<file path="config.mk">
export PLATFORM = sky130hd
export DESIGN_NAME = bf16_div
export DESIGN_NICKNAME = d
export VERILOG_FILES = /design/src/rtl/bf16_div.sv
export SDC_FILE = /design/constraint.sdc
export NUM_CORES = 1
export LEC_CHECK = 0
export ABC_AREA = 1
export CAP_MARGIN = 15
export CORE_MARGIN = 4
export CORE_UTILIZATION = 60
export DETAILED_ROUTE_END_ITERATION = 16
export PLACE_DENSITY = 0.84
export SYNTH_ARGS = -nofsm -noshare
export SYNTH_HDL_FRONTEND = slang
export SYNTH_SLANG_ARGS = --single-unit
</file>
<file path="constraint.sdc">
create_clock -name clk -period 5.2 [get_ports clk]
set_input_delay 0.52 -clock clk [delete_from_list [all_inputs] [get_ports clk]]
set_output_delay 0.52 -clock clk [all_outputs]
set_load 0.05 [all_outputs]
</file>
<file path="src/rtl/bf16_div.sv">
// BF16 divider: restoring mantissa division (1 bit/cycle) with fixed 12-edge latency.
// Define BF16_DIV_RNE_EN for round-to-nearest-even; otherwise the fraction is truncated.
module bf16_div (
    input  logic        clk,
    input  logic        rst,
    input  logic        in_valid,
    output logic        in_ready,
    input  logic [15:0] flp_a,
    input  logic [15:0] flp_b,
    output logic        out_valid,
    input  logic        out_ready,
    output logic [15:0] quot,
    output logic        busy
);

    typedef enum logic [1:0] {IDLE, DIV, NORM, DONE} state_t;
    typedef enum logic [1:0] {SP_NONE, SP_NAN, SP_INF, SP_ZERO} special_t;

    state_t             state_q;
    special_t           special_q, special_d;
    logic [3:0]         cnt_q;
    logic               sign_q;
    logic [7:0]         mb_q;
    logic [9:0]         rem_q, rem_d;
    logic [9:0]         q_q;
    logic signed [9:0]  expd_q, expd_d;
    logic [15:0]        quot_q, norm_d;
    logic               outv_q;
    logic               ge;

    logic [7:0] ea, eb;
    logic       a_zero, a_inf, a_nan, b_zero, b_inf, b_nan;

    // Operand classification; exponent field 0 counts as zero (no denormal support).
    always_comb begin
        ea      = flp_a[14:7];
        eb      = flp_b[14:7];
        a_zero  = (ea == 8'h00);
        b_zero  = (eb == 8'h00);
        a_inf   = (ea == 8'hFF) && (flp_a[6:0] == 7'h0);
        b_inf   = (eb == 8'hFF) && (flp_b[6:0] == 7'h0);
        a_nan   = (ea == 8'hFF) && (flp_a[6:0] != 7'h0);
        b_nan   = (eb == 8'hFF) && (flp_b[6:0] != 7'h0);
        expd_d  = $signed({2'b00, ea}) - $signed({2'b00, eb}) + 10'sd127;
        if (a_nan || b_nan || (a_zero && b_zero) || (a_inf && b_inf))
            special_d = SP_NAN;
        else if (b_zero || a_inf)
            special_d = SP_INF;
        else if (a_zero || b_inf)
            special_d = SP_ZERO;
        else
            special_d = SP_NONE;
    end

    // One restoring step; the partial remainder is pre-shifted for the next bit.
    always_comb begin
        ge    = (rem_q >= {2'b00, mb_q});
        rem_d = ge ? (rem_q - {2'b00, mb_q}) : rem_q;
        rem_d = {rem_d[8:0], 1'b0};
    end

    logic [6:0]        frac;
    logic signed [9:0] e;
`ifdef BF16_DIV_RNE_EN
    logic       guard, sticky;
    logic [7:0] rnd;
`endif

    always_comb begin
        if (q_q[9]) begin
            frac = q_q[8:2];
            e    = expd_q;
        end else begin
            frac = q_q[7:1];
            e    = expd_q - 10'sd1;
        end
`ifdef BF16_DIV_RNE_EN
        guard  = q_q[9] ? q_q[1] : q_q[0];
        sticky = (q_q[9] & q_q[0]) | (rem_q != 10'd0);
        rnd    = {1'b0, frac} + {7'b0, guard & (sticky | frac[0])};
        frac   = rnd[6:0];
        if (rnd[7])
            e = e + 10'sd1;
`endif
        if (e >= 10'sd255)
            norm_d = {sign_q, 8'hFF, 7'h00};
        else if (e <= 10'sd0)
            norm_d = {sign_q, 15'h0000};
        else
            norm_d = {sign_q, e[7:0], frac};
        case (special_q)
            SP_NAN:  norm_d = 16'h7FC0;
            SP_INF:  norm_d = {sign_q, 8'hFF, 7'h00};
            SP_ZERO: norm_d = {sign_q, 15'h0000};
            default: ;
        endcase
    end

    // Control FSM; out_valid rises one cycle after DONE is entered to give 12-edge latency.
    always_ff @(posedge clk or posedge rst) begin
        if (rst) begin
            state_q   <= IDLE;
            cnt_q     <= 4'd0;
            outv_q    <= 1'b0;
            quot_q    <= 16'h0000;
            sign_q    <= 1'b0;
            mb_q      <= 8'h00;
            rem_q     <= 10'd0;
            q_q       <= 10'd0;
            expd_q    <= 10'sd0;
            special_q <= SP_NONE;
        end else begin
            case (state_q)
                IDLE: begin
                    if (in_valid) begin
                        sign_q    <= flp_a[15] ^ flp_b[15];
                        mb_q      <= {1'b1, flp_b[6:0]};
                        rem_q     <= {3'b001, flp_a[6:0]};
                        q_q       <= 10'd0;
                        expd_q    <= expd_d;
                        special_q <= special_d;
                        cnt_q     <= 4'd9;
                        state_q   <= DIV;
                    end
                end
                DIV: begin
                    rem_q <= rem_d;
                    q_q   <= {q_q[8:0], ge};
                    if (cnt_q == 4'd0)
                        state_q <= NORM;
                    else
                        cnt_q <= cnt_q - 4'd1;
                end
                NORM: begin
                    quot_q  <= norm_d;
                    state_q <= DONE;
                end
                DONE: begin
                    if (!outv_q) begin
                        outv_q <= 1'b1;
                    end else if (out_ready) begin
                        outv_q  <= 1'b0;
                        state_q <= IDLE;
                    end
                end
                default: state_q <= IDLE;
            endcase
        end
    end

    assign in_ready  = (state_q == IDLE);
    assign busy      = (state_q != IDLE);
    assign out_valid = outv_q;
    assign quot      = quot_q;

endmodule

</file>
== Yosys cells after proc, flatten, opt, wreduce, memory -nomap -nowiden ==
Index checks and enable logic that the tools add are counted.
Storage, ports and cells
  logic and storage cells: 80
  bits of input ports: 36
  register bits: 64
  output and inout bits: 19
Operators by class
  bitwise operators: 1
  order comparisons: 3
  $add $sub $neg: 5
  reduce and logical (&&, ||, !) cells: 25
  equal/unequal tests: 13
  muxes and demuxes: 23
Operators by type and width (count)
  $pmux W16 S3: 1
  $pmux W10 S2: 2
  $mux W10: 3
  $mux W15: 2
  $eq A8 B8 Y1 const B: 2
  $logic_not A8 Y1: 2
  $logic_not A7 Y1: 2
  $mux W2: 7
  $reduce_bool A7 Y1: 2
  $add A9 B8 Y10 const B: 1
  $ge A10 B8 Y1: 1
  $ge A10 B9 Y1 const B: 1
  $le A10 B1 Y1 const B: 1
  $ne A2 B2 Y1 const B: 5
  $sub A10 B2 Y10 const B: 1
  $mux W9: 1
  $sub A8 B8 Y9: 1
  $sub A9 B8 Y9: 1
  $eq A2 B2 Y1 const B: 4
  $mux W4: 2
  $pmux W2 S4: 1
  $pmux W4 S2: 1
  $mux W7: 1
  $logic_and A1 B1 Y1: 6
  11 further kinds: 19

== Depth between registers and ports, before layout ==
  depth in word-level cells: 6
  depth in mapped cells: 14
  mapped depth without buffers: 14

== Least setup slack after synthesis ==
Ideal clock, no wire load.
  path kind: register to register
  start point: reg state_q[0]
  end point: reg q_q[0]
  path buffers: 1
  slack: 2938 ps
  data arrival time: 2121 ps
  cell stages (with the launch flop): 9
  cells stage by stage: dfrtp_1 > inv_1 > ha_1 > inv_1 > nor2_1 > nor2_1 > inv_1 > clkbuf_1 > o22ai_1
Between the ends
  cells in the longest elaborated chain, start to end: 3
Ends and longest elaborated chain
  start, declared: line 19  | state_t state_q;
  start signal, assigned: line 102  | state_q <= IDLE;
  start signal, assigned: line 123  | state_q <= DIV;
  start signal, assigned: line 130  | state_q <= NORM;
  $logic_not A2 Y1 (*)
  named net in_ready: line 7  | output logic in_ready,
  $ne A2 B2 Y1 (no source line) or $reduce_bool A2 Y1 (tied branches)
  $reduce_and A2 Y1 (no source line)
  end signal, assigned: line 128  | q_q <= {q_q[8:0], ge};
  end, declared: line 25  | logic [9:0] q_q;
Mark *: on every way through the listed nets, which the timed path passes. The rest lies on a longest branch.
A chain may end at the register's enable or synchronous reset.

== Final worst setup path ==
  start point: reg state_q[0]
  end point: reg cnt_q[3]
Between the ends
  cells in the longest elaborated chain, start to end: 3
Ends and longest elaborated chain
  $eq A2 B1 Y1 or $logic_not A2 Y1 (tied branches): line 113  | case (state_q)
  $ne A2 B2 Y1 (no source line) or $reduce_bool A2 Y1 (tied branches)
  $reduce_and A3 Y1 (no source line)
  end signal, assigned: line 132  | cnt_q <= cnt_q - 4'd1;
  end, declared: line 21  | logic [3:0] cnt_q;
Several ways; a longest one is shown, not always the timed one.

==> results.toml <==
[finish]
drive_gt1_share_pct = 5.94
fin_util_pct = 75.4
area_growth_pct = 19.8
layout_commonest_cell = "nand2_1"
final_nets = 734
fill_cells = 559
finalInstanceArea_sq_um = 5210
stdcell_count = 769
final_cell_mix = "152 x nand2_1, 106 x inv_1, 64 x dfrtp_1"
antennaDiodeCount = 0

[power]
p_switching_mw = 1.58
power.share.clock_pct = 15.3
p_per_area_nw_per_um2 = 615
ir_drop_mv = 0.324
p_leak_nw = 2.67
seqPwrFrac_pct = 26.9
p_comb_share_pct = 57.9
netSwitchingFraction_pct = 49.2
p_int_mw = 1.63
power_mw = 3.20

[timing]
rsz0062_at_grt = "no"
max_slew_margin_pct = 42.1
drv_slew = 0
worst_slack_ps = 2380
hold_ws_ps = 462
setup_violations = 0
tns_ps = 0
worstMarginPinSlew_ps = 867
finalCritPeriodShare_pct = 54.2
fmax_mhz = 355
clock-skew-final_ps = 12.6
finalHoldViolations = 0
fin_crit_ps = 2820

[die]
start_util_pct = 63.0
io_pins = 55
fp-row-count = 30
die_area_sq_um = 8670
core_area_sq_um = 6910
die_x_um = 93.1
die_h_um = 93.1

[critical_path]
crit_buf_inv = 1
slowest_stage = "nand2_1"
cp_data_required_time_ps = 5480
cp.depth = 8
crit_path_max_incr_delay_ps = 550
crit_top_cell = "o21ai_0"
crit_type = "reg2reg"
r2r-end = "cnt_q[3]"
end_kind = "flip-flop"
worstPathMaxFanout = 29
cp-start-kind = "flip-flop"
cpLargestDelayFamily = "compound AO/OA/AOI/OAI gates"
crit_chain = "inv_1 -> ha_1 -> nand2_1 -> o21ai_2 -> o21ai_0 -> nor4_1 -> a21oi_1 -> o21ai_0"
worstRegToRegCells = 8
rrSetupSlack_ps = 2380
r2r_start = "state_q[0]"
worstPathArrival_ps = 3100

[synthesis]
synth_warnings = 0
post_synth.cell_area_avg_sq_um = 7.12
netlist_area_sq_um = 4350
syn_nets = 677
syn_inst = 611
synth_seq_cells = 64
synth_cell_types = 37
seq_area_frac_synth_pct = 36.8

[run_status]
run_status = "finished, final reports clean"

[route]
ant_nets = 0
drtIter0Drc = 149
routed_wl_um = 9470
dr.pass1.iters = 5
drc = 0
route.vias.total = 4054
wire_per_inst_um = 12.3
via_per_inst = 5.27

[global_routing]
grt_pass1_wl_um = 16300
overflow = 0
first_global_vias = 3805
grt_max_degree = 65
track_usage_pct = 23.4
antenna_found_initial = 0

[clock_network]
insertion_delay_ps = 350
clkSinkCount = 64
cts_buffers = 9
cts_tree = "yes"
cts_hold_buffers = 0
clockRootBuffer = "clkbuf_8"
cts_setup_buffers = 0
clkTransAtPathRegs_ps = 80
ctsResizeCount = 0
clockBufferDepth = 2
htreeDepth = 3

[worst_hold_path]
hold_path.class = "reg2reg"
min_from = "mb_q[7]"
hold_end = "mb_q[7]"
hold_depth = 2

[placement]
place_inst = 753
placed_area_sq_um = 4980
finalWeightedCongestion = 0.886
port-buffer-count = 54
place_hpwl_um = 7270
dp_slack_ps = 2230

[job]
maxCapViolCount = 0
-- flip-flops by register name (all words and copies together) (netlist names) --
register and cells:
cnt_q 4, expd_q 10, mb_q 8, out_valid 1, q_q 10, quot 16
rem_q 10, sign_q 1, special_q 2, state_q 2
-- power by group through the flow --
stage	logic (mW)	clock network (mW)	registers, mW
3_3_place_gp	1.77	0	0.854
5_1_grt	2.10	0.518	0.888
3_5_place_dp	1.83	0	0.867
6_report	1.85	0.489	0.861
4_1_cts	1.85	0.495	0.860
2_1_floorplan	1.22	0	1.03
-- cells by family after synthesis --
| kind of cell | count (synthesis) | synth area share, % |
|---|---|---|
| buffers and inverters | 122 | 10.5 |
| XOR/XNOR | 10 | 2.01 |
| AO/OA/AOI/OAI | 115 | 14.2 |
| AND/OR/NAND/NOR | 270 | 27.5 |
| adder cells (fa/ha/maj) | 30 | 8.98 |
| flip-flops | 64 | 36.8 |
-- final cells by class --
class	instances	area, sq um	area share [%]
multi-input cells	425	2290	43.9
flip-flops and latches	64	1600	30.7
clock buffers	9	124	2.38
clock inverters	7	104	1.99
repair buffers	55	548	10.5
well taps	96	120	2.31
inverters	113	424	8.14
-- worst max-delay path by stage --
stage	startpoint	endpoint	slack, ps
after floorplan	state_q[0]	q_q[0]	2940
after global placement	in_valid	cnt_q[3]	2330
after detailed placement	in_valid	cnt_q[2]	2230
after CTS	state_q[0]	cnt_q[3]	2400
after global routing	state_q[1]	cnt_q[3]	2010
final	state_q[0]	cnt_q[3]	2380
-- synthesized netlist by cell type, drive strengths merged --
cell type  number  area share, %
nand2         157             14
nor4            2           0.29
o31ai           1           0.17
fa              2           0.92
a31oi           5           0.72
nor2           53            5.2
o21ai          58            6.8
o22ai          10            1.4
nor3            4           0.69
and2            1           0.14
xnor2           4           0.81
o21bai          1           0.17
nand4          14            2.2
nand3          35            4.1
o31a            1           0.20
clkbuf          9           0.78
nand3b          2           0.63
xor2            6            1.2
dfrtp          64             37
or2             2           0.29
a21oi          35            4.0
a22oi           4           0.69
inv           111            9.6
clkinv          2           0.17
ha             28            8.1
-- worst min-delay path, cell delays in order, from the launching register on --
cell and delay, ps:
dfrtp_1 330, inv_1 50, nand2_1 50
-- per-layer routing --
metal,up-vias,wire (um),global-route usage (%)
li1,2085,-,-
met1,1842,4290,29.5
met2,113,4490,39.6
met3,14,552,5.07
met4,0,147,8.18
met5,-,0,0
Note: power is estimated with default switching activity, not from simulation.
